==> src/rtl/tdm_demux4_if.sv <==
// Receive-side TDM bus: serial sample stream in, rebuilt parallel frame and link status out.
interface tdm_demux4_if #(
  parameter int WIDTH = 1
);
  logic [WIDTH-1:0]   din;
  logic               din_valid;
  logic               sof;
  logic [4*WIDTH-1:0] I;
  logic               frame_valid;
  logic [1:0]         s;
  logic               locked;
  logic               sync_err;

  modport master (
    output din, din_valid, sof,
    input  I, frame_valid, s, locked, sync_err
  );

  modport slave (
    input  din, din_valid, sof,
    output I, frame_valid, s, locked, sync_err
  );
endinterface

==> src/rtl/tdm_demux4.sv <==
// 4-slot TDM demultiplexer: aligns on sof at slot 0, rebuilds whole frames,
// flags alignment violations and re-hunts when the marker goes missing.
module tdm_demux4 #(
  parameter int WIDTH = 1
) (
  input logic          clk,
  input logic          rst_n,
  tdm_demux4_if.slave  bus
);

  typedef enum logic {HUNT, COLLECT} state_t;

  state_t                  state, state_nxt;
  logic [1:0]              slot, slot_nxt;
  logic [2:0][WIDTH-1:0]   shadow, shadow_nxt;
  logic [4*WIDTH-1:0]      frame, frame_nxt;
  logic                    fv, fv_nxt;
  logic                    se, se_nxt;

  always_ff @(posedge clk) begin
    if (!rst_n) begin
      state  <= HUNT;
      slot   <= '0;
      shadow <= '0;
      frame  <= '0;
      fv     <= 1'b0;
      se     <= 1'b0;
    end else begin
      state  <= state_nxt;
      slot   <= slot_nxt;
      shadow <= shadow_nxt;
      frame  <= frame_nxt;
      fv     <= fv_nxt;
      se     <= se_nxt;
    end
  end

  always_comb begin
    state_nxt  = state;
    slot_nxt   = slot;
    shadow_nxt = shadow;
    frame_nxt  = frame;
    fv_nxt     = 1'b0;
    se_nxt     = 1'b0;

    if (bus.din_valid) begin
      unique case (state)
        HUNT: begin
          if (bus.sof) begin
            shadow_nxt[0] = bus.din;
            slot_nxt      = 2'd1;
            state_nxt     = COLLECT;
          end
        end

        COLLECT: begin
          if (bus.sof && slot != 2'd0) begin
            // Resync: the new marker wins, the partial frame is overwritten before it can be used.
            se_nxt        = 1'b1;
            shadow_nxt[0] = bus.din;
            slot_nxt      = 2'd1;
          end else if (!bus.sof && slot == 2'd0) begin
            se_nxt    = 1'b1;
            slot_nxt  = 2'd0;
            state_nxt = HUNT;
          end else begin
            slot_nxt = slot + 2'd1;
            unique case (slot)
              2'd0: shadow_nxt[0] = bus.din;
              2'd1: shadow_nxt[1] = bus.din;
              2'd2: shadow_nxt[2] = bus.din;
              2'd3: begin
                frame_nxt = {bus.din, shadow[2], shadow[1], shadow[0]};
                fv_nxt    = 1'b1;
              end
            endcase
          end
        end

        default: state_nxt = HUNT;
      endcase
    end
  end

  assign bus.I           = frame;
  assign bus.frame_valid = fv;
  assign bus.s           = slot;
  assign bus.locked      = (state == COLLECT);
  assign bus.sync_err    = se;

endmodule
==> src/flat_wrapper.sv <==
// flat-port wrapper written by rule: the top's interface ports become plain ports
module tdm_demux4_flat 
#(
  parameter int WIDTH = 1
)
  (clk, rst_n, bus_din, bus_din_valid, bus_sof, bus_I, bus_frame_valid, bus_s, bus_locked, bus_sync_err);
  tdm_demux4_if #(.WIDTH(WIDTH)) bus_i ();
  input logic clk;
  input logic rst_n;
  input wire logic [$bits(bus_i.din)-1:0] bus_din;
  input wire logic [$bits(bus_i.din_valid)-1:0] bus_din_valid;
  input wire logic [$bits(bus_i.sof)-1:0] bus_sof;
  output wire logic [$bits(bus_i.I)-1:0] bus_I;
  output wire logic [$bits(bus_i.frame_valid)-1:0] bus_frame_valid;
  output wire logic [$bits(bus_i.s)-1:0] bus_s;
  output wire logic [$bits(bus_i.locked)-1:0] bus_locked;
  output wire logic [$bits(bus_i.sync_err)-1:0] bus_sync_err;
  assign bus_i.din = bus_din;
  assign bus_i.din_valid = bus_din_valid;
  assign bus_i.sof = bus_sof;
  assign bus_I = bus_i.I;
  assign bus_frame_valid = bus_i.frame_valid;
  assign bus_s = bus_i.s;
  assign bus_locked = bus_i.locked;
  assign bus_sync_err = bus_i.sync_err;
  tdm_demux4 #(.WIDTH(WIDTH)) u_core (.clk(clk), .rst_n(rst_n), .bus(bus_i));
endmodule
==> config.mk <==
export PLATFORM = sky130hd
export DESIGN_NAME = tdm_demux4_flat
export DESIGN_NICKNAME = d
export VERILOG_FILES = /design/src/rtl/tdm_demux4_if.sv /design/src/rtl/tdm_demux4.sv /design/src/flat_wrapper.sv
export SDC_FILE = /design/constraint.sdc
export NUM_CORES = 1
export LEC_CHECK = 0
export CAP_MARGIN = 10
export CORE_UTILIZATION = 41
export CTS_CLUSTER_DIAMETER = 200
export DETAILED_ROUTE_END_ITERATION = 7
export GPL_ROUTABILITY_DRIVEN = 1
export PLACE_DENSITY = 0.74
export SETUP_SLACK_MARGIN = 0.2
export SYNTH_ARGS = -nofsm -noshare
export SYNTH_HDL_FRONTEND = slang
export SYNTH_SLANG_ARGS = --single-unit
==> constraint.sdc <==
create_clock -name clk -period 1.4 [get_ports clk]
set_input_delay 0.35 -clock clk [delete_from_list [all_inputs] [get_ports clk]]
set_output_delay 0.35 -clock clk [all_outputs]
set_load 0.005 [all_outputs]
==> impl_metrics.yaml, run 1 <==
clock_tree:
  cts_tree: "built"
  numCtsBuffers: 3
  cts_sinks: 12
  cts_max_level: 1
  cts_hold_buf: 0
  cts.clk_slew.worst_paths_ns: 0.07
  root_buffer: "clkbuf_4"
  insertion_delay_ns: 0.27
  clk_path_buf_depth: 2
timing:
  setup_tns_ns: 0
  drv_slew: 0
  period_needed_ns: 1.344
  rsz0062_at_grt: "yes"
  worstMarginPinSlew_ns: 0.2480
  finalSetupViolations: 0
  final.period_utilization_pct: 95.99
  finalWorstSetupSlack_ns: 0.05615
  finalHoldViolations: 0
  max_freq_mhz: 744.1
  fin_worst_skew_ns: 0.002593
  slew_headroom_pct: 83.29
routing:
  drtPass1Iterations: 4
  routedWlPerCell_um: 13.54
  finalWirelength_mm: 1.435
  detail-route-antenna-nets: 0
  drc_errors: 0
  viasPerCell: 5.047
  drtIter0Drc: 5
  vias: 535
floorplan:
  core_area_sq_um: 1301
  boundaryPins: 14
  die-area_sq_um: 1551
  initial_core_util_pct: 44.04
  die_x_um: 39.39
  rows: 13
  die_height_um: 39.39
synth:
  synthTopCellsByArea: "dfxtp_1 42%, ha_1 15%, nand3_1 6.1%"
  synth_xor_area_share_pct: 0
  synth_top_area_share_pct: 41.92
  synth_area_sq_um: 573.1
  synthMuxAreaShare_pct: 0
  ys_ff_latch: 12
  ys_types: 18
  avgSynthCellArea_sq_um: 9.096
  netlist_instances: 63
  synthAdderAreaFrac_pct: 15.28
  synth_top_family_by_area: "simple AND/OR/NAND/NOR gates"
  synth_area_leader_cell: "dfxtp_1"
  syn-num-nets: 75
  synth_compound_area_share_pct: 11.79
  yosys_warnings: 0
  yosys.area_share.simple_pct: 22.93
  synth.yosys.seq_area_share_pct: 41.92
power_and_ir_drop:
  p_sw_share_pct: 26.31
  power_frac_comb_pct: 19.4
  p_leak_nw: 0.3731
  peakVddDrop_uv: 507.7
  intPower_w: 0.0005156
  p_seq_share_pct: 50.6
  clkPwrFrac_pct: 30.1
  p_sw_w: 0.0001841
  p_per_area_nw_per_um2: 757.7
critical_path:
  cp-start-kind: "flop"
  endpoint_kind: "flop"
  crit_type: "reg -> reg"
  worstPathArrival_ns: 1.51
  worstPathRequired_ns: 1.56
  cp_max_fo: 8
  reg2reg_slack_ns: 0.06
finish:
  fin_util_pct: 70.96
  syn_to_final_growth_pct: 61.14
  final_nets: 105
  fin_area_sq_um: 923.4
  diodes: 0
  multi_input_area_sq_um: 352.8
  final_cell_count_no_fill: 106
  drive_above_1_share_pct: 45.05
  final_common_cell: "buf_4"
  regArea_sq_um: 252.7
  nFillCells: 107
  final_cell_mix: "12 x buf_4, 8 x nand2_1, 6 x clkdlybuf4s15_1, 6 x dfxtp_1, 5 x buf_6"
grt:
  antenna_found_initial: 0
  grt_pass1_wl_mm: 2.070
  grt_max_degree: 12
  grt_pass1_vias: 446
  track_usage_pct: 21.95
  overflow: 0
place:
  post_dp_cell_area_sq_um: 782.0
  place_ws_ns: -0.2375
  place_congestion: 0.7933
  port_buffers: 13
  dp.final_hpwl_um: 938.5
  dp_cells: 94
job:
  maxCapViolCount: 0
outcome:
  outcome: "finished, final reports clean"
hold_path:
  hold_class: "reg -> reg"
[per-layer routing]
| layer | vias up | global-route usage (%) | routed length [um] |
|---|---|---|---|
| li1 | 279 | - | - |
| met1 | 243 | 24.05 | 663 |
| met2 | 9 | 34.17 | 686 |
| met3 | 4 | 10.23 | 50 |
| met4 | 0 | 12.93 | 35 |
| met5 | - | 0 | 0 |
[repair_timing]
item / 4_1_cts / 5_1_grt
gates resized for setup: 25 / 19
pin swaps: 7 / 5
setup endpoints to repair: 18 / 17
buffers inserted: 5 / 4
[per-stage QoR]
step	hold WS (ns)	power (W)
4_1_cts	0.4506	0.0006827
3_5_place_dp	0.4594	0.0004769
6_report	0.4622	0.0006997
3_3_place_gp	0.4489	0.0004729
5_1_grt	0.4925	0.0007323
2_1_floorplan	0.4349	0.0004298
[area by class of cell]
class,instances,share of cell area [%]
multi-input combinational,42,38.21
timing repair buffer,28,27.24
inverter,6,2.710
clock buffer,3,2.439
sequential,12,27.37
tap,15,2.033
[worst paths after layout]
check,startpoint,end,cells past startpoint
worst min-delay path,u_core.shadow[1],u_core.bus.I[1],2
worst max register to register,u_core.bus.s[1],u_core.bus.I[1],7
worst min register to register,u_core.shadow[1],u_core.bus.I[1],2
worst max-delay path,u_core.bus.s[1],u_core.bus.I[1],7
[synth_stat cells]
| cell type | n |
|---|---|
| nor2_1 | 1 |
| buf_2 | 1 |
| buf_6 | 1 |
| inv_1 | 6 |
| buf_4 | 1 |
| ha_1 | 7 |
| nor4b_2 | 1 |
| and3_1 | 1 |
| nand3_2 | 1 |
| dfxtp_1 | 12 |
| o2111ai_1 | 1 |
| nand3_1 | 7 |
| a21oi_1 | 3 |
| nand4_2 | 1 |
| a311oi_1 | 1 |
| o21ai_0 | 7 |
| nand2_1 | 8 |
| nand4_1 | 3 |
[flip-flops by register name, indices dropped and copies added, names as in the netlist]
signal,cells
u_core.bus.sync_err,1
u_core.bus.s,2
u_core.bus.locked,1
u_core.bus.I,4
u_core.shadow,3
u_core.bus.frame_valid,1
[kinds of logic (layout without fill, tap and decap cells)]
logic type | count (synthesis) | after routing
AND/OR/NAND/NOR | 23 | 23
AO/OA/AOI/OAI | 12 | 12
flip-flops | 12 | 12
buffers and inverters | 9 | 37
adder cells (fa/ha/maj) | 7 | 7
[power groups by stage]
stage | logic (W) | clock network (W) | registers [W]
2_1_floorplan | 0.0000664 | 0 | 0.000363
3_3_place_gp | 0.000110 | 0 | 0.000363
3_5_place_dp | 0.000113 | 0 | 0.000364
4_1_cts | 0.000118 | 0.000212 | 0.000353
5_1_grt | 0.000147 | 0.000231 | 0.000355
6_report | 0.000136 | 0.000210 | 0.000354
[critical path, stage by stage (launching register included)]
cell,delay (ns)
dfxtp_4,0.35
buf_6,0.10
inv_4,0.03
ha_4,0.16
ha_4,0.29
nand4_4,0.13
nand3_1,0.10
o21ai_0,0.07
No activity file was read; power rests on OpenSTA's default activity.
==> run 2, diff against run 1 <==
- CORE_UTILIZATION: 41 -> 29
- PLACE_DENSITY: 0.74 -> 0.57
==> run 2 against run 1 <==
  * Non-clock buffer count rose by 1
  * Cell area rose by 1.9%
  * Routed wire length decreased by 8.4%
  * Final cell count is 10% higher
  * Flip-flop and latch count unchanged
  * Fmax decreased by 0.97%
  * Clock power about the same
  * Core utilization down 18 points
==> impl_metrics.yaml, run 2 (same netlist as run 1, synthesis figures left out) <==
critical_path:
  crit_type: "reg -> reg"
  r2r-end: "u_core.bus.I[1]"
  reg2reg_slack_ns: 0.04
  worstRegToRegCells: 7
  worstPathRequired_ns: 1.56
  worstPathArrival_ns: 1.51
  cp-start-kind: "flop"
  cp_max_fo: 8
  endpoint_kind: "flop"
  r2r_start: "u_core.bus.s[1]"
routing:
  vias: 548
  routedWlPerCell_um: 11.24
  drtPass1Iterations: 2
  drtIter0Drc: 2
  finalWirelength_mm: 1.315
  detail-route-antenna-nets: 0
  viasPerCell: 4.684
  drc_errors: 0
clock_tree:
  insertion_delay_ns: 0.27
  cts_sinks: 12
  clk_path_buf_depth: 2
  cts_max_level: 1
  cts.clk_slew.worst_paths_ns: 0.07
  cts_tree: "built"
  numCtsBuffers: 3
  root_buffer: "clkbuf_4"
grt:
  antenna_found_initial: 0
  overflow: 0
  grt_pass1_vias: 497
  grt_pass1_wl_mm: 2.070
  grt_max_degree: 12
  track_usage_pct: 14.14
place:
  port_buffers: 13
  dp.final_hpwl_um: 891.2
  place_ws_ns: -0.2408
  post_dp_cell_area_sq_um: 794.5
  place_congestion: 0.7323
  dp_cells: 104
finish:
  nFillCells: 175
  final_cell_mix: "15 x buf_4, 8 x nand2_1, 6 x o21ai_1, 6 x clkdlybuf4s15_1"
  diodes: 0
  final_nets: 106
  largest_reg_flops: 4
  fin_area_sq_um: 940.9
  final_cell_count_no_fill: 117
  syn_to_final_growth_pct: 64.19
  final_common_cell: "buf_4"
  drive_above_1_share_pct: 43.48
floorplan:
  die-area_sq_um: 2158
  die_x_um: 46.45
  core_area_sq_um: 1783
  initial_core_util_pct: 32.14
  boundaryPins: 14
  rows: 15
  die_height_um: 46.45
hold_path:
  hp-start: "u_core.shadow[0]"
  min_path_cells: 2
  hold_class: "reg -> reg"
  min_to: "u_core.bus.I[0]"
timing:
  drv_slew: 0
  rsz0062_at_grt: "yes"
  finalWorstSetupSlack_ns: 0.04292
  final.period_utilization_pct: 96.93
  finalSetupViolations: 0
  finalHoldViolations: 0
  fin_worst_skew_ns: 0.002357
  worstMarginPinSlew_ns: 0.2278
  period_needed_ns: 1.357
  max_freq_mhz: 736.9
  slew_headroom_pct: 84.65
  setup_tns_ns: 0
power_and_ir_drop:
  peakVddDrop_uv: 571.3
  p_leak_nw: 0.3820
  total_power_w: 0.0006941
  p_per_area_nw_per_um2: 737.7
job:
  maxCapViolCount: 0
outcome:
  outcome: "finished, final reports clean"
==> run 2: cell types whose count changed in the layout (fill, tap and decap cells not counted), moves of 2 or more <==
cell	before	now
o21ai_0	3	1
buf_6	5	2
dlygate4sd2_1	0	2
o21ai_1	4	6
buf_4	12	15
inv_2	3	1
==> run 2: cell type report <==
| class | count | area, sq um | share of cell area [%] |
|---|---|---|---|
| Inverter | 6 | 27.53 | 2.926 |
| Multi-Input combinational cell | 42 | 352.8 | 37.50 |
| Clock buffer | 3 | 22.52 | 2.394 |
| Timing Repair Buffer | 29 | 252.7 | 26.86 |
| Sequential cell | 12 | 254.0 | 26.99 |
| Tap cell | 25 | 31.28 | 3.324 |
==> run 2: power breakdown <==
| part | switching (W) | internal, W | total (W) |
|---|---|---|---|
| logic | 0.0000667 | 0.0000694 | 0.000136 |
| registers | 0.00000372 | 0.000347 | 0.000351 |
| clock network | 0.000108 | 0.0000995 | 0.000207 |
| total | 0.000178 | 0.000516 | 0.000694 |
==> run 2: layer usage <==
metal  global-route usage (%)  wire length [um]
met4                    3.529                 6
met2                    23.33               676
met1                    16.71               580
met5                        0                 0
met3                    5.882                51
==> run 2: worst max path at each step <==
stage               depth (start not counted)              end       startpoint
finish                                      7  u_core.bus.I[1]  u_core.bus.s[1]
global route                                7  u_core.bus.I[0]  u_core.bus.s[0]
CTS                                         7  u_core.bus.I[2]  u_core.bus.s[0]
detailed placement                          6  u_core.bus.I[2]          bus_sof
global placement                            6  u_core.bus.I[2]          bus_sof
floorplan                                   6  u_core.bus.I[0]  u_core.bus.s[0]
==> run 2: timing repair <==
action / in CTS / in global routing
resized for setup: 26 / 15
setup endpoints to repair: 18 / 16
hold buffers: 0 / 0
setup buffers: 6 / 4
pin swaps: 7 / 5
==> run 2: through the flow <==
stage          hold WS, ns  util, %
6_report            0.4493    52.77
4_1_cts             0.4618    49.47
3_5_place_dp        0.4555    44.56
5_1_grt             0.4759    52.77
3_3_place_gp        0.4483    44.56
2_1_floorplan       0.4349        -
==> run 2: worst max-delay path, stage by stage, from the launching register on <==
cell and delay (ns):
dfxtp_4 0.35, buf_6 0.10, inv_4 0.04, ha_4 0.17, ha_4 0.29, nand4_4 0.14, nand3_2 0.10, o21ai_1 0.06
==> run 3, diff against run 2 <==
- CORE_MARGIN: default -> 2
==> run 3 against run 2 <==
  * Sequential power hardly changed
  * Clock skew is 0.0027 ns higher
  * Die area rose by 8.8%
  * Via count decreased by 1.8%
  * Non-clock buffer count down 2
  * Final cell count up 0.85%
  * First-iteration DRC count rose by 50%
  * Largest power group unchanged
  * Routed wire length rose by 0.61%
  * Fmax shrank 0.33%
  * Power grew 11%
  * Flip-flop and latch count did not move
==> impl_metrics.yaml, run 3 (same netlist as run 1, synthesis figures left out) <==
outcome:
  outcome: "finished, final reports clean"
timing:
  slew_headroom_pct: 86.91
  setup_tns_ns: 0
  rsz0062_at_grt: "yes"
  hold_ws_ns: 0.4446
  finalSetupViolations: 0
  worstMarginPinSlew_ns: 0.1951
  max_freq_mhz: 734.4
  drv_slew: 0
  finalHoldViolations: 0
  final.period_utilization_pct: 97.26
  period_needed_ns: 1.362
  fin_worst_skew_ns: 0.005009
critical_path:
  reg2reg_slack_ns: 0.04
  r2r-end: "u_core.bus.I[0]"
  cp-start-kind: "flop"
  endpoint: "u_core.bus.I[0]"
  r2r_start: "u_core.bus.s[0]"
  cp_num_buf_inv: 2
  path_cells: "buf_6 -> inv_4 -> ha_4 -> ha_4 -> nand4_4 -> nand3_2 -> o21ai_1"
  crit_slowest_cell: "dfxtp_4"
  crit_type: "reg -> reg"
  worstPathRequired_ns: 1.57
  path_common_cell: "ha_4"
  worstPathArrival_ns: 1.53
  cp_slowest_stage_delay_ns: 0.35
  crit_family: "adder cells"
  path_depth: 7
  worstRegToRegCells: 7
  cp_max_fo: 8
  worstSetupStartpoint: "u_core.bus.s[0]"
  endpoint_kind: "flop"
routing:
  drc_errors: 0
  highest_layer: "met4"
  finalWirelength_mm: 1.323
  wl_met1_um: 575
  drtPass1Iterations: 4
  dr_wl_met3_um: 75
  detail-route-antenna-nets: 0
  wl_met2_um: 654
  vias: 538
  drtIter0Drc: 3
  viasPerCell: 4.559
  routedWlPerCell_um: 11.21
floorplan:
  die-area_sq_um: 2347
  rows: 16
  initial_core_util_pct: 30.13
  boundaryPins: 14
  die_height_um: 48.45
  die_x_um: 48.45
  core_area_sq_um: 1902
grt:
  grt_max_degree: 12
  track_usage_pct: 12.54
  grt_pass1_wl_mm: 2.256
  grt_pass1_vias: 563
  antenna_found_initial: 0
  overflow: 0
power_and_ir_drop:
  p_per_area_nw_per_um2: 823.3
  p_leak_nw: 0.3802
  peakVddDrop_uv: 365.9
clock_tree:
  insertion_delay_ns: 0.27
  cts_tree: "built"
  cts.clk_slew.worst_paths_ns: 0.08
  clk_path_buf_depth: 2
  numCtsBuffers: 3
  cts_hold_buf: 0
  root_buffer: "clkbuf_4"
  cts_sinks: 12
  cts_max_level: 1
finish:
  multi_input_area_sq_um: 352.8
  final_cell_mix: "14 x buf_4, 8 x nand2_1, 6 x o21ai_1, 6 x dfxtp_2"
  regArea_sq_um: 251.5
  final_common_cell: "buf_4"
  nFillCells: 178
  syn_to_final_growth_pct: 63.54
  final_nets: 104
  drive_above_1_share_pct: 45.05
  largest_reg_flops: 4
  diodes: 0
hold_path:
  hold_class: "reg -> reg"
job:
  maxCapViolCount: 0
place:
  place_congestion: 0.7423
  dp.final_hpwl_um: 881.4
  port_buffers: 13
## run 3: metal layers
metal / GRT usage (%) / vias to the layer above
met1: 13.59 / 239
met4: 9.048 / 0
met2: 21.30 / 17
li1: - / 280
met5: 0 / -
met3: 3.086 / 2
## run 3: worst register-to-register path, cell delays in order, from the launching register on
cell,delay (ns)
dfxtp_4,0.35
buf_6,0.10
inv_4,0.03
ha_4,0.16
ha_4,0.29
nand4_4,0.15
nand3_2,0.12
o21ai_1,0.06
## run 3: how the worst min path moves through the flow
stage	startpoint	cells past startpoint	to
finish	u_core.shadow[1]	2	u_core.bus.I[1]
global route	u_core.shadow[2]	2	u_core.bus.I[2]
CTS	u_core.shadow[2]	2	u_core.bus.I[2]
detailed placement	u_core.shadow[0]	2	u_core.shadow[0]
global placement	u_core.shadow[0]	2	u_core.shadow[0]
floorplan	u_core.shadow[0]	2	u_core.shadow[0]
## run 3: area by class of cell
type                            count  area share [%]
Multi-Input combinational cell     42           37.65
Sequential cell                    12           26.84
Timing Repair Buffer               27           25.10
Clock buffer                        4           3.872
Tap cell                           27           3.605
Inverter                            6           2.937
## run 3: through the flow
stage	setup slack, ns	power (W)	instances	instance area, sq um	util [%]
after floorplan	0.1660	0.0004298	63	611.8	-
after global placement	-0.2264	0.0004750	106	797.0	41.91
after detailed placement	-0.2265	0.0004768	106	797.0	41.91
after CTS	0.04883	0.0007710	118	922.1	48.49
after global routing	-0.03516	0.0008073	118	937.1	49.28
final	0.03839	0.0007716	118	937.1	49.28
## run 3: where the power goes
part	internal (W)	switching, W	leakage, nW	total, W
Clock	0.000158	0.000120	0.0210	0.000278
Combinational	0.0000723	0.0000691	0.258	0.000141
Sequential	0.000348	0.00000393	0.101	0.000352
## run 3: repair_timing
item                       in CTS  in global routing
setup buffers                   8                  0
gates resized for setup        30                 13
pin swaps                       7                  5
setup endpoints to repair      18                 12
